==> src/rtl/pcie_rst_seq_pkg.sv <==
// pcie_rst_seq_pkg: sequencer state encoding shared by the reset sequencer and its bench.
package pcie_rst_seq_pkg;
   localparam logic [2:0] ST_IDLE       = 3'd0;
   localparam logic [2:0] ST_WAIT_LOCK  = 3'd1;
   localparam logic [2:0] ST_PERST_HOLD = 3'd2;
   localparam logic [2:0] ST_USER_HOLD  = 3'd3;
   localparam logic [2:0] ST_LINK_WAIT  = 3'd4;
   localparam logic [2:0] ST_DONE       = 3'd5;
   localparam logic [2:0] ST_ERROR      = 3'd6;
   typedef enum logic [2:0] {
      IDLE       = ST_IDLE,
      WAIT_LOCK  = ST_WAIT_LOCK,
      PERST_HOLD = ST_PERST_HOLD,
      USER_HOLD  = ST_USER_HOLD,
      LINK_WAIT  = ST_LINK_WAIT,
      DONE       = ST_DONE,
      ERROR      = ST_ERROR
   } state_t;
endpackage

==> src/rtl/pcie_rst_seq_timer.sv <==
// pcie_rst_seq_timer: saturating delay counter; term flags the last cycle of a lim-cycle window.
module pcie_rst_seq_timer #(
   parameter int W = 16
) (
   input  logic         clk,
   input  logic         rst,
   input  logic         clr,
   input  logic         en,
   input  logic [W-1:0] lim,
   output logic         term
);
   localparam logic [W-1:0] ONE = W'(1);
   logic [W-1:0] cnt;
   always_ff @(posedge clk or posedge rst)
      if (rst) cnt <= '0;
      else if (clr) cnt <= '0;
      else if (en && cnt != '1) cnt <= cnt + ONE;
   // a zero-length window still occupies one cycle
   assign term = (lim == '0) || (cnt == lim - ONE);
endmodule

==> src/rtl/pcie_rst_seq.sv <==
// pcie_rst_seq: PCIe PERST#/user-reset sequencer with registered outputs.
// Define SEQ_LINK_TIMEOUT_EN to send a stalled LINK_WAIT to ERROR after LINK_TIMEOUT cycles.
module pcie_rst_seq
   import pcie_rst_seq_pkg::*;
#(
   parameter int PERST_CYCLES = 100,
   parameter int USER_DELAY   = 16,
   parameter int LINK_TIMEOUT = 4096,
   parameter int CNT_W        = 16
) (
   input  logic       sys_clk,
   input  logic       sys_rst,
   input  logic       clk_locked,
   input  logic       start,
   input  logic       link_up,
   output logic       perst_n,
   output logic       user_rst,
   output logic       seq_done,
   output logic       seq_err,
   output logic [2:0] state_o
);
   localparam longint MAXV = (64'sd1 <<< CNT_W) - 64'sd1;
   if (PERST_CYCLES > MAXV || USER_DELAY > MAXV || LINK_TIMEOUT > MAXV) begin : g_range
      $error("pcie_rst_seq: delay parameter exceeds counter range");
   end
   state_t state, nxt;
   logic cnting, term;
   logic [CNT_W-1:0] lim;
   assign cnting = state inside {PERST_HOLD, USER_HOLD, LINK_WAIT};
   assign lim = state == PERST_HOLD ? CNT_W'(PERST_CYCLES) :
                state == USER_HOLD  ? CNT_W'(USER_DELAY) : CNT_W'(LINK_TIMEOUT);
   // counter restarts from zero whenever a timed state is entered
   pcie_rst_seq_timer #(.W(CNT_W)) u_timer (
      .clk(sys_clk), .rst(sys_rst), .clr(!cnting || term), .en(cnting), .lim(lim), .term(term)
   );
   always_comb begin
      nxt = state;
      case (state)
         WAIT_LOCK:  if (clk_locked) nxt = PERST_HOLD;
         PERST_HOLD: if (term) nxt = USER_HOLD;
         USER_HOLD:  if (term) nxt = LINK_WAIT;
`ifdef SEQ_LINK_TIMEOUT_EN
         LINK_WAIT:  nxt = link_up ? DONE : term ? ERROR : LINK_WAIT;
`else
         LINK_WAIT:  if (link_up) nxt = DONE;
`endif
         DONE:       if (!link_up) nxt = LINK_WAIT;
         default:    nxt = state;
      endcase
      if (!clk_locked && !(state inside {IDLE, ERROR})) nxt = WAIT_LOCK;
      if (start) nxt = WAIT_LOCK;
   end
   always_ff @(posedge sys_clk or posedge sys_rst)
      if (sys_rst) begin
         state    <= IDLE;
         perst_n  <= 1'b0;
         user_rst <= 1'b1;
         seq_done <= 1'b0;
`ifdef SEQ_LINK_TIMEOUT_EN
         seq_err  <= 1'b0;
`endif
      end else begin
         state    <= nxt;
         perst_n  <= nxt inside {USER_HOLD, LINK_WAIT, DONE};
         user_rst <= !(nxt inside {LINK_WAIT, DONE});
         seq_done <= nxt == DONE;
`ifdef SEQ_LINK_TIMEOUT_EN
         seq_err  <= nxt == ERROR;
`endif
      end
`ifndef SEQ_LINK_TIMEOUT_EN
   assign seq_err = 1'b0;
`endif
   assign state_o = state;
endmodule

==> config.mk <==
export PLATFORM = sky130hd
export DESIGN_NAME = pcie_rst_seq
export DESIGN_NICKNAME = d
export VERILOG_FILES = /design/src/rtl/pcie_rst_seq_pkg.sv /design/src/rtl/pcie_rst_seq_timer.sv /design/src/rtl/pcie_rst_seq.sv
export SDC_FILE = /design/constraint.sdc
export NUM_CORES = 1
export LEC_CHECK = 0
export CORE_AREA = 2 2 56 58
export CTS_BUF_LIST = sky130_fd_sc_hd__clkbuf_8
export CTS_CLUSTER_SIZE = 20
export DETAILED_ROUTE_END_ITERATION = 10
export DIE_AREA = 0 0 58 60
export GPL_ROUTABILITY_DRIVEN = 0
export GPL_TIMING_DRIVEN = 0
export PLACE_DENSITY = 0.73
export SLEW_MARGIN = 20
export SYNTH_ARGS = -nofsm -noshare
export SYNTH_HDL_FRONTEND = slang
export SYNTH_SLANG_ARGS = --single-unit
==> constraint.sdc <==
create_clock -name sys_clk -period 2.9 [get_ports sys_clk]
set_clock_uncertainty 0.15 [all_clocks]
set_input_delay 0.58 -clock sys_clk [delete_from_list [all_inputs] [get_ports sys_clk]]
set_output_delay 0.58 -clock sys_clk [all_outputs]
set_load 0.01 [all_outputs]
==> metrics, run 1 <==
Placement Cell Area=about 1400 µm²; largest net degree at the start of global routing=23; Startpoint Class=flop; R2R cell count=9; ys flop type=dfrtp_1; Worst Tran Pin Value=slightly above 0.8 ns; Cell variety after synth=38; post-route setup slack=0.6148 ns; first-pass GRT wire length=4.278 mm; PostCTS Resize Cnt=0; PortBufs=10; cell area after synthesis=between 1000 and 1500 µm²; layout cells sized above 1=0.07237; commonest non-fill, non-tap cell in the layout=nor2_1; grt total ovfl=0; critical path class=flop to flop; Syn Inst Count=roughly 140; hold buffer count at CTS=0; clock-pin slew on the worst setup and hold paths=approximately 0.080 ns; P_int=around 0.43 mW; DRC Markers=0; Synth area leader=dfrtp_1; die extent in y=about 60 µm; syn_area_per_cell=~9 µm²; GRT Util Overall=0.1609; Max clock buf depth=2; # placed instances=approximately 180; CORE AREA=a little under 3000 µm²; final cell count without fillers=185; Slew Viols, Final=0; routed vias/inst=5.670; Ports=12; final setup fails=0; Critical Path Fanout Max=10; Routed Antenna Nets=0; RSZ-0062 raised after global routing=false; CTS tree=done; Pwr Density=just under 400 nW/µm²; root buf cell=clkbuf_8; CP arrival=between 2 and 2.5 ns; TNS Setup=0 ns; Sw Share=0.2359; Crit. End Element=flop; vias in the first global route=978; Die W=slightly below 60 µm; Synth area leaders=dfrtp_1, nor2_1, xnor2_1; HP Class=flop to flop; Clock Latency Late Sink=0.26 ns; net load switching power=around 0.13 mW; routed len/inst=between 10 and 15 µm; Slew headroom=0.4501; clk sink count=22; top cell type's share of synthesized area=0.4183; WHS Path Cells=2; Seq/Total Area, Yosys=0.4392; Area Overhead vs Synth=14.84%; Placement Setup Slack=about 0.58 ns; FP Rows=20; Die ar.=about 3500 µm²; Initial Utilization=0.4328; ys async rst share=1.000; synthesized flop and latch total=22; part of the power in the clock network=0.332; critical path data required time=just under 3 ns; maximum VDD drop=between 0.2 and 0.25 mV; dpl hpwl=~1.8 mm; final hold vios=0; setup bufs post-CTS=0; maximum clock frequency=between 400 and 500 MHz; combinational power share=0.113; via count=~1000; first drt pass iteration count=4; fin nets=about 160; sequential share of power=0.555; most frequent cells in the layout=nor2_1, dfrtp_1, clkdlybuf4s50_1, nand4_1; Ys Warns=0; Max-cap violations=0; leak pwr=around 0.56 nW; WL final=approximately 2.5 mm; H-tree levels=1; Synthesized Nets=between 100 and 150; Final Instance Area=1443 µm²; minimum clock period=about 2.3 ns; Antenna diodes=0; number of DRC markers in iteration 0=13; CTS buffer count=3; outcome=finished, final reports clean; initial antenna violation count=0; Power Total=roughly 0.57 mW; fin crit share=0.7880; Post-synth EDFFs=0
final cells by class:
cell class              instances  area (µm²)
well taps                      33       41.29
clock inverters                 1       3.754
fillers                       297        1460
repair buffers                 10       100.1
plain buffers                   8       50.05
clock buffers                   3       41.29
flip-flops and latches         22       551.8
multi-input cells             107       650.6
inverters                       1       3.754
power groups by stage:
| stage | combinational, mW | clock, mW | sequential [mW] |
|---|---|---|---|
| after global placement | 0.0628 | 0 | 0.321 |
| after floorplan | 0.0409 | 0 | 0.322 |
| final | 0.0642 | 0.189 | 0.315 |
| after CTS | 0.0651 | 0.195 | 0.315 |
| after global routing | 0.0712 | 0.209 | 0.316 |
| after detailed placement | 0.0647 | 0 | 0.321 |
sequential cells by signal, indices dropped and copies added, names as in the netlist:
name and count:
user_rst 1, u_timer.cnt 16, state_o 3, seq_done 1, perst_n 1
through the flow:
stage	hold slack, ns	utilization
floorplan	0.3745	-
global placement	0.4029	0.4815
detailed placement	0.4291	0.4815
CTS	0.4452	0.4970
global route	0.4673	0.4970
finish	0.4459	0.4970
synthesized netlist by cell type, types with 2 or more instances:
| cell | n |
|---|---|
| nor2_1 | 22 |
| nor2b_1 | 3 |
| xnor2_1 | 7 |
| a21oi_1 | 6 |
| xor2_1 | 5 |
| a31oi_1 | 3 |
| and3_1 | 4 |
| nand2_1 | 4 |
| clkbuf_1 | 3 |
| or4_1 | 2 |
| nand4_1 | 9 |
| o21bai_1 | 3 |
| o211ai_1 | 2 |
| and2_1 | 2 |
| nand3_1 | 4 |
| or2_1 | 2 |
| dfrtp_1 | 21 |
| and4_1 | 3 |
| buf_4 | 3 |
| nor3_1 | 7 |
| nand3b_1 | 3 |
| or3_1 | 2 |
| nand2b_1 | 3 |
critical path, stage by stage (launching register included):
cell and delay, ns:
dfrtp_1 0.39, buf_2 0.18, nor2b_1 0.36, nand3_1 0.13, a221o_1 0.38, a21oi_1 0.12
or2_1 0.11, buf_4 0.15, buf_6 0.15, nor2_1 0.06
kinds of logic (layout without fill, tap and decap cells):
group                    count (synthesis)  after routing  synth area share
adder cells (fa/ha/maj)                  1              1          0.009959
AND/OR/NAND/NOR                         72             72            0.3068
other                                    1              1          0.002985
AO/OA/AOI/OAI                           20             20            0.1066
multiplexers                             1              1          0.007968
flip-flops                              22             22            0.4392
buffers and inverters                    9             23           0.04282
XOR/XNOR                                12             12           0.08366
worst paths after layout:
kind	slack (ns)	endpoint	startpoint
setup / recovery	0.61	u_timer.cnt[10]	state_o[2]
setup reg to reg	0.61	u_timer.cnt[10]	state_o[2]
hold / removal	0.45	u_timer.cnt[6]	u_timer.cnt[6]
hold reg to reg	0.45	u_timer.cnt[6]	u_timer.cnt[6]
max in group asynchronous	1.46	u_timer.cnt[5]	sys_rst
min in group asynchronous	0.63	u_timer.cnt[12]	sys_rst
metal layers:
layer	track usage	vias to the layer above	share of wire
li1	-	518	-
met1	0.2033	502	0.45
met2	0.2776	24	0.49
met3	0.02597	5	0.047
met4	0.05980	0	0.015
met5	0	-	0
Power figures use the tool's default switching activity.
==> inputs of run 2 (changes only) <==
==> constraint.sdc (replaced) <==
create_clock -name sys_clk -period 2.4 [get_ports sys_clk]
set_clock_uncertainty 0.15 [all_clocks]
set_input_delay 0.48 -clock sys_clk [delete_from_list [all_inputs] [get_ports sys_clk]]
set_output_delay 0.48 -clock sys_clk [all_outputs]
set_load 0.01 [all_outputs]
==> metrics, run 2 (same netlist as run 1, synthesis figures left out) <==
Multi-input gate area=653.1 µm² (was 650.6 µm²); GRT Util Overall=0.1609 (unchanged); minimum clock period=2.175 ns (was 2.285 ns); CP arrival=2.18 ns (was 2.29 ns); routed len/inst=13.40 µm (was 13.39 µm); routed vias/inst=5.551 (was 5.670); maximum VDD drop=0.2674 mV (was 0.2208 mV); Clock Latency Late Sink=0.26 ns (about the same); setup bufs post-CTS=0 (unchanged); clk sink count=22 (unchanged); first drt pass iteration count=4 (unchanged); fin nets=159 (unchanged); combinational power share=0.113 (about the same); FP Rows=20 (unchanged); outcome=finished, final reports clean (unchanged); Critical Path Fanout Max=10 (unchanged); Initial Utilization=0.4328 (unchanged); die extent in y=60 µm (unchanged); H-tree levels=1 (unchanged); commonest non-fill, non-tap cell in the layout=nor2_1 (unchanged); WHS Path Cells=2 (unchanged); number of DRC markers in iteration 0=18 (was 13); via count=1027 (was 1049); net load switching power=0.1627 mW (was 0.1341 mW); Fillers=299 (was 297); Die ar.=3480 µm² (unchanged); Die W=58 µm (unchanged); max reg flops=16 (unchanged); Top cell by count, worst path=buf_4; Startpoint Class=flop (unchanged); initial antenna violation count=0 (unchanged); final setup fails=0 (unchanged); Area Overhead vs Synth=15.04% (was 14.84%); leak pwr=0.5638 nW (was 0.5635 nW); critical path data required time=2.40 ns (was 2.90 ns); Crit. End Element=flop (unchanged); crit path max-delay cell type=a221o_1 (was dfrtp_1); PortBufs=10 (unchanged); critical path class=flop to flop (unchanged); largest net degree at the start of global routing=23 (unchanged); CTS tree=done (unchanged); layout cells sized above 1=0.07895 (was 0.07237); maximum clock frequency=459.8 MHz (was 437.6 MHz); Routed Antenna Nets=0 (unchanged); sequential share of power=0.554 (was 0.555); P_int=0.5250 mW (was 0.4342 mW); Antenna diodes=0 (unchanged); most frequent cells in the layout=nor2_1, dfrtp_1, clkdlybuf4s50_1, nand4_1 (unchanged); RSZ-0062 raised after global routing=false (unchanged); Worst R2R Setup Slack=0.23 ns (was 0.61 ns); Slew headroom=0.4435 (was 0.4501); WL final=2.479 mm (was 2.477 mm); final hold vios=0 (unchanged); Cell Chain, Critical Path=buf_4, nand3b_1, or3_1, a221o_1, a21oi_1, or2_1, buf_4, buf_6, nor2_1 (was buf_2, nor2b_1, nand3_1, a221o_1, a21oi_1, or2_1, buf_4, buf_6, nor2_1); Power Total=0.6877 mW (was 0.5683 mW); R2R cell count=9 (unchanged); clock-pin slew on the worst setup and hold paths=0.08 ns (about the same); Reg with most FFs=u_timer.cnt (unchanged); FF-to-FF End=u_timer.cnt[10] (unchanged); Worst Hold Endpoint=u_timer.cnt[15] (was u_timer.cnt[6]); Max-cap violations=0 (unchanged); Max clock buf depth=2 (unchanged); fin crit share=0.9062 (was 0.7880); RR Startpoint=state_o[1] (was state_o[2]); Pwr Density=475.9 nW/µm² (was 393.9 nW/µm²); Slew Viols, Final=0 (unchanged); grt total ovfl=0 (unchanged); CTS buffer count=3 (unchanged); worst path buffer plus inverter count=3 (unchanged); DRC Markers=0 (unchanged); root buf cell=clkbuf_8 (unchanged); CP max stage delay=0.37 ns (was 0.39 ns); HP Class=flop to flop (unchanged); first-pass GRT wire length=4.278 mm (unchanged); Min-Delay Startpoint=u_timer.cnt[15] (was u_timer.cnt[6]); Worst Tran Pin Value=0.8339 ns (was 0.8239 ns); part of the power in the clock network=0.333 (was 0.332); Ports=12 (unchanged); TNS Setup=0 ns (unchanged); CORE AREA=2903 µm² (unchanged); Sw Share=0.2365 (was 0.2359); vias in the first global route=978 (unchanged); register area=551.8 µm² (unchanged); CP Depth=9 (unchanged); dpl hpwl=1.836 mm (unchanged); CP top delay family=simple AND/OR/NAND/NOR gates (unchanged)
[run 2: cell count changes in the layout (fill, tap and decap cells not counted)]
| cell | delta |
|---|---|
| nor2b_1 | -1 |
| nor2b_2 | +1 |
[run 2: per-stage QoR]
step	util	worst slack (ns)	hold WS (ns)	instances	instance area, µm²
6_report	0.4978	0.2252	0.4447	185	1445
5_1_grt	0.4978	0.07085	0.4673	185	1445
4_1_cts	0.4970	0.1122	0.4452	185	1443
3_5_place_dp	0.4815	0.1405	0.4291	181	1398
3_3_place_gp	0.4815	0.1781	0.4029	181	1398
2_1_floorplan	-	0.3478	0.3185	138	1256
[run 2: metal layers]
| metal | GRT usage | wire length, µm | part of all wire | vias to the layer above |
|---|---|---|---|---|
| met5 | 0 | 0 | 0 | - |
| met4 | 0.05980 | 38 | 0.015 | 0 |
| met3 | 0.02597 | 79 | 0.032 | 5 |
| met2 | 0.2776 | 1254 | 0.51 | 14 |
| met1 | 0.2033 | 1106 | 0.45 | 488 |
| li1 | - | - | - | 520 |
[run 2: worst max-delay path by stage]
stage / from / to / slack, ns
after floorplan: state_o[2] / u_timer.cnt[0] / 0.35
after global placement: state_o[2] / u_timer.cnt[0] / 0.18
after detailed placement: state_o[2] / u_timer.cnt[15] / 0.14
after CTS: state_o[2] / u_timer.cnt[15] / 0.11
after global routing: u_timer.cnt[8] / u_timer.cnt[5] / 0.07
final: state_o[1] / u_timer.cnt[10] / 0.23
[run 2: final cells by class]
class / instances / area share
Buffer: 8 / 0.03463
Clock buffer: 3 / 0.02857
Clock inverter: 1 / 0.002597
Inverter: 1 / 0.002597
Multi-Input combinational cell: 107 / 0.4519
Sequential cell: 22 / 0.3818
Tap cell: 33 / 0.02857
Timing Repair Buffer: 10 / 0.06926
[run 2: power by group through the flow]
stage	Sequential (mW)	Combinational (mW)	Clock, mW
after detailed placement	0.388	0.0782	0
after global routing	0.382	0.0868	0.252
after global placement	0.388	0.0759	0
final	0.381	0.0777	0.229
after CTS	0.381	0.0787	0.236
after floorplan	0.389	0.0495	0
[run 2: worst register-to-register path: stages, from the launching register on]
cell and delay [ns]:
dfrtp_1 0.35, buf_4 0.16, nand3b_1 0.13, or3_1 0.32, a221o_1 0.37, a21oi_1 0.12, or2_1 0.11, buf_4 0.15
buf_6 0.15, nor2_1 0.06
[run 2: what timing repair did]
| item | in CTS | in global routing |
|---|---|---|
| endpoints found under the setup margin | 0 | 10 |
| resized for setup | 0 | 1 |
| hold buffers | 0 | 0 |
